===== config.mk =====
export PLATFORM = sky130hd
export DESIGN_NAME = uart_cmd_wrapper
export DESIGN_NICKNAME = d
export VERILOG_FILES = /design/src/rtl/uart_cmd_wrapper.sv
export SDC_FILE = /design/constraint.sdc
export NUM_CORES = 1
export LEC_CHECK = 0
export BUFFER_PORTS_ARGS = -buffer_cell sky130_fd_sc_hd__clkbuf_2
export CAP_MARGIN = 40
export CORE_ASPECT_RATIO = 0.6
export CORE_MARGIN = 2
export CORE_UTILIZATION = 54
export DETAILED_ROUTE_END_ITERATION = 10
export PLACE_DENSITY_LB_ADDON = 0.2
export SLEW_MARGIN = 20
export SYNTH_ARGS = -nofsm -noshare
export SYNTH_HDL_FRONTEND = slang
export SYNTH_SLANG_ARGS = --single-unit

===== constraint.sdc =====
create_clock -name clk -period 5 [get_ports clk]
set_input_delay 1 -clock clk [delete_from_list [all_inputs] [get_ports clk]]
set_output_delay 1 -clock clk [all_outputs]
set_load 0.03 [all_outputs]

===== src/rtl/uart_cmd_wrapper.sv =====
// Remote command link endpoint: 8N1 UART RX assembles two-byte commands, TX serialises response bytes.
// state      | meaning
// RX_IDLE    | waiting for synchronised falling edge on RX
// RX_RECV    | sampling start, 8 data and stop bits mid-bit
// ASM_HIGH   | next received byte is cmd[15:8]
// ASM_LOW    | next received byte is cmd[7:0]
// TX_IDLE    | line high, waiting for trmt
// TX_XMIT    | shifting the 10-bit frame out LSB first
module uart_cmd_wrapper #(
  parameter int BAUD_DIV = 5208
) (
  input  logic        clk,
  input  logic        rst_n,
  input  logic        RX,
  output logic        TX,
  input  logic        clr_cmd_rdy,
  output logic [15:0] cmd,
  output logic        cmd_rdy,
  input  logic        trmt,
  input  logic [7:0]  resp,
  output logic        tx_done
);

  localparam int CW = $clog2(BAUD_DIV + 1);
  localparam logic [CW-1:0] BAUD_FULL = CW'(BAUD_DIV);
  localparam logic [CW-1:0] BAUD_HALF = CW'(BAUD_DIV / 2);
  localparam logic [CW-1:0] ONE       = CW'(1);

  typedef enum logic {RX_IDLE, RX_RECV}   rx_state_t;
  typedef enum logic {ASM_HIGH, ASM_LOW}  asm_state_t;
  typedef enum logic {TX_IDLE, TX_XMIT}   tx_state_t;

  rx_state_t   r_rx_state;
  asm_state_t  r_asm_state;
  tx_state_t   r_tx_state;

  logic          r_rx_s1, r_rx_s2, r_rx_s3;
  logic [CW-1:0] r_rx_baud;
  logic [3:0]    r_rx_bits;
  logic [7:0]    r_rx_shift;
  logic          r_byte_rdy;
  logic [CW-1:0] r_tx_baud;
  logic [3:0]    r_tx_bits;
  logic [9:0]    r_tx_shift;
  logic          w_rx_start;

  // Synchroniser flops preset high so reset never looks like a start edge.
  always_ff @(posedge clk or negedge rst_n) begin
    if (!rst_n) begin
      r_rx_s1 <= 1'b1;
      r_rx_s2 <= 1'b1;
      r_rx_s3 <= 1'b1;
    end else begin
      r_rx_s1 <= RX;
      r_rx_s2 <= r_rx_s1;
      r_rx_s3 <= r_rx_s2;
    end
  end

  assign w_rx_start = r_rx_s3 & ~r_rx_s2;

  always_ff @(posedge clk or negedge rst_n) begin
    if (!rst_n) begin
      r_rx_state <= RX_IDLE;
      r_rx_baud  <= '0;
      r_rx_bits  <= '0;
      r_rx_shift <= '0;
      r_byte_rdy <= 1'b0;
    end else begin
      r_byte_rdy <= 1'b0;
      case (r_rx_state)
        RX_IDLE: begin
          if (w_rx_start) begin
            r_rx_state <= RX_RECV;
            r_rx_baud  <= BAUD_HALF;
            r_rx_bits  <= '0;
          end
        end
        RX_RECV: begin
          if (r_rx_baud == ONE) begin
            r_rx_baud <= BAUD_FULL;
            // Only the eight data samples enter the shifter; start and stop are dropped.
            if (r_rx_bits != 4'd0 && r_rx_bits != 4'd9)
              r_rx_shift <= {r_rx_s2, r_rx_shift[7:1]};
            if (r_rx_bits == 4'd9) begin
              r_byte_rdy <= 1'b1;
              r_rx_state <= RX_IDLE;
            end else begin
              r_rx_bits <= r_rx_bits + 4'd1;
            end
          end else begin
            r_rx_baud <= r_rx_baud - ONE;
          end
        end
        default: r_rx_state <= RX_IDLE;
      endcase
    end
  end

  // A new byte takes priority over clr_cmd_rdy, so a set on the same cycle wins.
  always_ff @(posedge clk or negedge rst_n) begin
    if (!rst_n) begin
      r_asm_state <= ASM_HIGH;
      cmd         <= '0;
      cmd_rdy     <= 1'b0;
    end else if (r_byte_rdy) begin
      case (r_asm_state)
        ASM_HIGH: begin
          cmd[15:8]   <= r_rx_shift;
          cmd_rdy     <= 1'b0;
          r_asm_state <= ASM_LOW;
        end
        default: begin
          cmd[7:0]    <= r_rx_shift;
          cmd_rdy     <= 1'b1;
          r_asm_state <= ASM_HIGH;
        end
      endcase
    end else if (clr_cmd_rdy) begin
      cmd_rdy <= 1'b0;
    end
  end

  always_ff @(posedge clk or negedge rst_n) begin
    if (!rst_n) begin
      r_tx_state <= TX_IDLE;
      r_tx_baud  <= '0;
      r_tx_bits  <= '0;
      r_tx_shift <= '1;
      tx_done    <= 1'b0;
    end else begin
      case (r_tx_state)
        TX_IDLE: begin
          if (trmt) begin
            r_tx_shift <= {1'b1, resp, 1'b0};
            r_tx_baud  <= BAUD_FULL;
            r_tx_bits  <= '0;
            tx_done    <= 1'b0;
            r_tx_state <= TX_XMIT;
          end
        end
        TX_XMIT: begin
          if (r_tx_baud == ONE) begin
            r_tx_shift <= {1'b1, r_tx_shift[9:1]};
            r_tx_baud  <= BAUD_FULL;
            if (r_tx_bits == 4'd9) begin
              tx_done    <= 1'b1;
              r_tx_state <= TX_IDLE;
            end else begin
              r_tx_bits <= r_tx_bits + 4'd1;
            end
          end else begin
            r_tx_baud <= r_tx_baud - ONE;
          end
        end
        default: r_tx_state <= TX_IDLE;
      endcase
    end
  end

  assign TX = r_tx_shift[0];

endmodule


==> metrics.yaml, run 1 <==
outcome: "finished, final reports clean"
tightest_slew_ns: 0.8477
cts_sinks: 76
cts_tree: "built"
final.fill_count: 528
synth.distinct_cells: 54
slew_violations: 0
ys_seq_area_frac: 0.5181
syn2layout_area_growth_pct: 15.25
track_usage: 0.2305
clk_transition_reported_paths_ns: 0.06
syn_inst: 350
io_buffers: 31
drt_iter0_markers: 252
yosysTopAreaCell: "dfrtp_1"
cp.required_ns: 5.26
synth-async-reset-ratio: 1.000
synth_area_leaders: "dfrtp_1 43%, dfstp_2 8.5%, mux2_2 7.3%, nand2_1 4.0%, ha_1 3.0%"
cts_inserted_buffers: 9
synth_seq_cells: 76
clock_latency_ns: 0.34
crit_path_max_fanout: 14
setup.worst_path.class: "reg2reg"
fin_cells: 472
cts_setup_buffers: 0
cp.arrival_ns: 2.95
worst_slack_ns: 2.305
post-dp-hpwl_um: 5286
period_share: 0.5390
r2r_start: "r_tx_baud[1]"
placed_cells: 456
grt.overflow.total: 0
synth_area_um2: 3700
cts.htree.levels: 3
max_freq_mhz: 371.1
dp_slack_ns: 2.325
cts_buffer_depth: 2
fp.dieH_um: 68.12
synth_nets: 372
ctsHoldBuffers: 0
die_x_um: 110.9
n_antenna_cell: 0
stdcell_area_um2: 4264
final_net_count: 402
final_cell_mix: "64 x dfrtp_1, 39 x nand2_1, 30 x clkbuf_2"
ys.flop_type: "dfrtp_1"
wl_um: 7851
vias: 2788
wl_per_cell_um: 16.63
hp-start: "r_rx_s1"
dieArea_um2: 7551
drc: 0
post-route-min-period_ns: 2.695
fin_skew_ns: 0.009064
grt_pass1_vias: 2670
leakage_nw: 1.971
setup_violations: 0
post_cts_resized: 0
first_pass_iters: 5
slew_headroom: 0.4297
cap_violations: 0
cp-end-kind: "flop"
ios: 32
final_layout_size_suffix_gt1_frac: 0.2494
drtAntennaViolNets: 0
netlist.area_leader.share: 0.4329
start_util: 0.5566
ir_worst_vdd_uv: 255.8
startpoint_type: "flop"
antenna_found_initial: 0
final_common_cell: "dfrtp_1"
rsz0062_at_grt: "no"
power.density_nw_per_um2: 372.5
holdCritPathClass: "reg2reg"
rows: 23
via_per_inst: 5.907
placed_area_um2: 3954
grt_pass1_wl_um: 13330
synth_edf_count: 0
hold_viol: 0
utilization: 0.6414
crit_path_start: "r_tx_baud[1]"
gp_congestion: 0.7926
postSynthAreaPerCell_um2: 10.57
cts-root-buf: "clkbuf_16"
synth_warnings: 0
grt_max_degree: 40
fp.coreArea_um2: 6648
fin_setup_tns_ns: 0
cell families after synthesis:
kind of cell,synth area share
compound gates,0.1576
flops,0.5181
mux,0.08962
simple gates,0.1657
xor+xnor,0.009471
fa+ha+maj,0.03044
buf+inv,0.02908
power by group:
part	internal, mW	switching (mW)	total (mW)
clock network	0.435	0.248	0.683
registers	0.674	0.0730	0.747
logic	0.0746	0.0837	0.158
total	1.18	0.404	1.59
cell usage after synthesis, types with 2 or more instances:
library cell / n
o22a_1: 2
mux2_2: 24
dfrtp_1: 64
nor3_1: 7
mux2i_1: 5
o21ai_0: 20
nand3_1: 10
or2_2: 2
nand2_1: 39
a21oi_1: 15
a311oi_1: 2
nand4_1: 3
or3_1: 6
clkbuf_1: 15
ha_1: 9
o31ai_1: 5
xnor2_1: 3
a31oi_1: 9
nand2b_1: 3
nor2_1: 11
a211oi_1: 7
nand3b_1: 4
and3_1: 2
o22ai_1: 3
a21o_1: 9
nor4_1: 7
a31o_2: 2
dfstp_2: 12
inv_1: 11
or4_1: 6
o211ai_1: 2
nor2b_1: 9
final cells by class:
cell class	instances	area (um^2)	area share
clock buffer	11	232.7	0.05458
inverter	11	41.29	0.009683
sequential	76	1917	0.4495
clock inverter	5	77.57	0.01819
multi-input combinational	246	1682	0.3944
tap	87	108.9	0.02553
timing repair buffer	36	205.2	0.04812
final timing paths:
kind	end	slack (ns)	depth (start not counted)
worst max-delay path	r_tx_bits[3]	2.31	6
worst min-delay path	r_rx_s2	0.37	0
worst max register to register	r_tx_bits[3]	2.31	6
worst min register to register	r_rx_s2	0.37	0
max in group asynchronous	r_tx_shift[6]	3.71	2
min in group asynchronous	r_tx_baud[5]	0.65	1
critical path, stage by stage (launching register included):
cell	delay, ns
dfrtp_1	0.38
inv_1	0.10
ha_1	0.14
or4b_2	0.64
or4_1	0.70
or4_1	0.57
o211ai_2	0.07
metal layers:
metal	global-route usage	wire length, um	up-vias
li1	-	-	1349
met1	0.3345	4117	1357
met2	0.3229	3181	68
met3	0.07706	435	14
met4	0.08438	117	0
met5	0	0	-
flip-flops by register name (all words and copies together), names as in the netlist:
name,flops
r_rx_shift,8
cmd_rdy,1
r_rx_s2,1
r_rx_state,1
r_tx_baud,13
r_rx_s3,1
r_rx_bits,4
r_byte_rdy,1
r_tx_state,1
r_asm_state,1
r_tx_shift,9
r_rx_s1,1
r_tx_bits,4
cmd,16
tx_done,1
r_rx_baud,13
stage by stage:
stage | total power [mW] | hold WS [ns]
2_1_floorplan | 0.8547 | 0.3452
3_3_place_gp | 0.9028 | 0.3618
3_5_place_dp | 0.9141 | 0.3590
4_1_cts | 1.598 | 0.3694
5_1_grt | 1.667 | 0.3774
6_report | 1.589 | 0.3709
No activity file was read; power rests on OpenSTA's default activity.
==> inputs of run 2 (changes only) <==
clock period = 2.52 ns   (was 5 ns; I/O delays follow)
==> metrics.yaml, run 2 (synthesis gave the netlist of run 1 again) <==
cp-end-kind: "flop"
fin_skew_ns: 0.01072
post-dp-hpwl_um: 5378
final_layout_size_suffix_gt1_frac: 0.2759
worst_slack_ns: 0.1257
final_net_count: 412
io_buffers: 31
setup.worst_path.class: "reg2reg"
track_usage: 0.2304
cp.arrival_ns: 2.66
top_regs: "cmd: 16 flops, r_rx_baud: 13 flops, r_tx_baud: 13 flops"
wl_um: 8089
ir_worst_vdd_uv: 581.2
startpoint_type: "flop"
cts_sinks: 76
final_common_cell: "dfrtp_1"
syn2layout_area_growth_pct: 17.45
p_clk_frac: 0.422
grt_pass1_wl_um: 13410
rows: 23
clock_latency_ns: 0.34
dp_slack_ns: 0.06925
first_pass_iters: 5
vias: 2843
n_antenna_cell: 0
fp.dieH_um: 68.12
critPathBufInv: 1
p_sw_frac: 0.2707
power.density_nw_per_um2: 728.0
gp_congestion: 0.7910
grt_pass1_vias: 2671
cts.htree.levels: 3
final.fill_count: 524
post-route-min-period_ns: 2.394
clk_transition_reported_paths_ns: 0.06
p_seq_frac: 0.470
cp_top_family: "simple AND/OR/NAND/NOR gates"
power.internal_mw: 2.307
fin_hold_ws_ns: 0.1678
hold_viol: 0
wl_per_cell_um: 16.78
start_util: 0.5566
drc: 0
p_switching_uw: 856.4
outcome: "finished, final reports clean"
tightest_slew_ns: 0.5709
slew_violations: 0
final_cell_mix: "64 x dfrtp_1, 39 x nand2_1, 30 x clkbuf_2"
leakage_nw: 2.017
cts_inserted_buffers: 9
regMostFlops: "cmd"
crit_path_max_fanout: 5
cap_violations: 0
grt_max_degree: 77
cts-root-buf: "clkbuf_16"
dieArea_um2: 7551
max_freq_mhz: 417.7
rsz0062_at_grt: "no"
critPathMaxStageDelay_ns: 0.65
antenna_found_initial: 0
die_x_um: 110.9
crit_chain: "inv_1, ha_1, or4b_2, or4_4, or4_1, o211ai_2"
via_per_inst: 5.898
setup_violations: 0
grt.overflow.total: 0
slew_headroom: 0.6180
drt_iter0_markers: 146
pwr-share-comb: 0.108
fin_setup_tns_ns: 0
cp.required_ns: 2.78
cts_buffer_depth: 2
drtAntennaViolNets: 0
largest_reg_flops: 16
fp.coreArea_um2: 6648
ios: 32
cp_slowest_cell: "or4b_2"
cts_tree: "built"
holdCritPathClass: "in2async"
period_share: 0.9501
reg2reg_slack_ns: 0.13
==> run 2: changes by cell type in the layout (fill, tap and decap cells not counted), sizes merged <==
cell      previous run  this run
buf                  6        16
inv                 11        13
bufinv               2         1
clkbuf              41        40
clkinv               2         1
clkinvlp             1         2
==> run 2: per-stage QoR <==
step	instances	instance area, um^2	util	total power [mW]
after floorplan	350	3700	-	1.696
after global placement	466	4031	0.6064	1.820
after detailed placement	466	4031	0.6064	1.842
after CTS	482	4342	0.6531	3.183
after global routing	482	4345	0.6537	3.304
final	482	4345	0.6537	3.164
==> run 2: worst register-to-register path: stages (launching register included) <==
cell      delay, ns
dfrtp_1        0.38
inv_1          0.09
ha_1           0.14
or4b_2         0.65
or4_4          0.49
or4_1          0.50
o211ai_2       0.07
==> run 2: path summary, 6_finish.rpt <==
check	startpoint	end	cells after the start
min in group clk	RX	r_rx_s1	1
worst max-delay path	r_tx_baud[1]	r_tx_bits[3]	6
worst min-delay path	rst_n	r_tx_baud[2]	2
worst min register to register	r_rx_s1	r_rx_s2	0
max in group asynchronous	rst_n	r_tx_shift[4]	2
worst max register to register	r_tx_baud[1]	r_tx_bits[3]	6
==> run 2: final cells by class <==
cell class / count / area, um^2 / area share
clock buffer: 10 / 239.0 / 0.05500
multi-input combinational: 246 / 1685 / 0.3878
clock inverter: 6 / 71.32 / 0.01641
timing repair buffer: 46 / 282.8 / 0.06507
tap: 87 / 108.9 / 0.02505
inverter: 11 / 41.29 / 0.009502
sequential: 76 / 1917 / 0.4411
==> run 2: power by group through the flow <==
stage               combinational [mW]  clock (mW)  sequential [mW]
detailed placement               0.341           0             1.50
CTS                              0.342        1.36             1.48
floorplan                        0.236           0             1.46
global placement                 0.328           0             1.49
global route                     0.389        1.41             1.51
finish                           0.342        1.34             1.49
==> run 2: routing by layer <==
layer / up-vias / global-route usage / part of all wire
li1: 1368 / - / -
met5: - / 0 / 0
met4: 0 / 0.06875 / 0.0088
met3: 9 / 0.07795 / 0.064
met2: 72 / 0.3282 / 0.40
met1: 1394 / 0.3351 / 0.52
==> run 2: what timing repair did <==
action                                  CTS  global route
gates resized for setup                   0             1
setup buffers                             0             0
endpoints found under the setup margin    0             1
hold buffers                              0             0
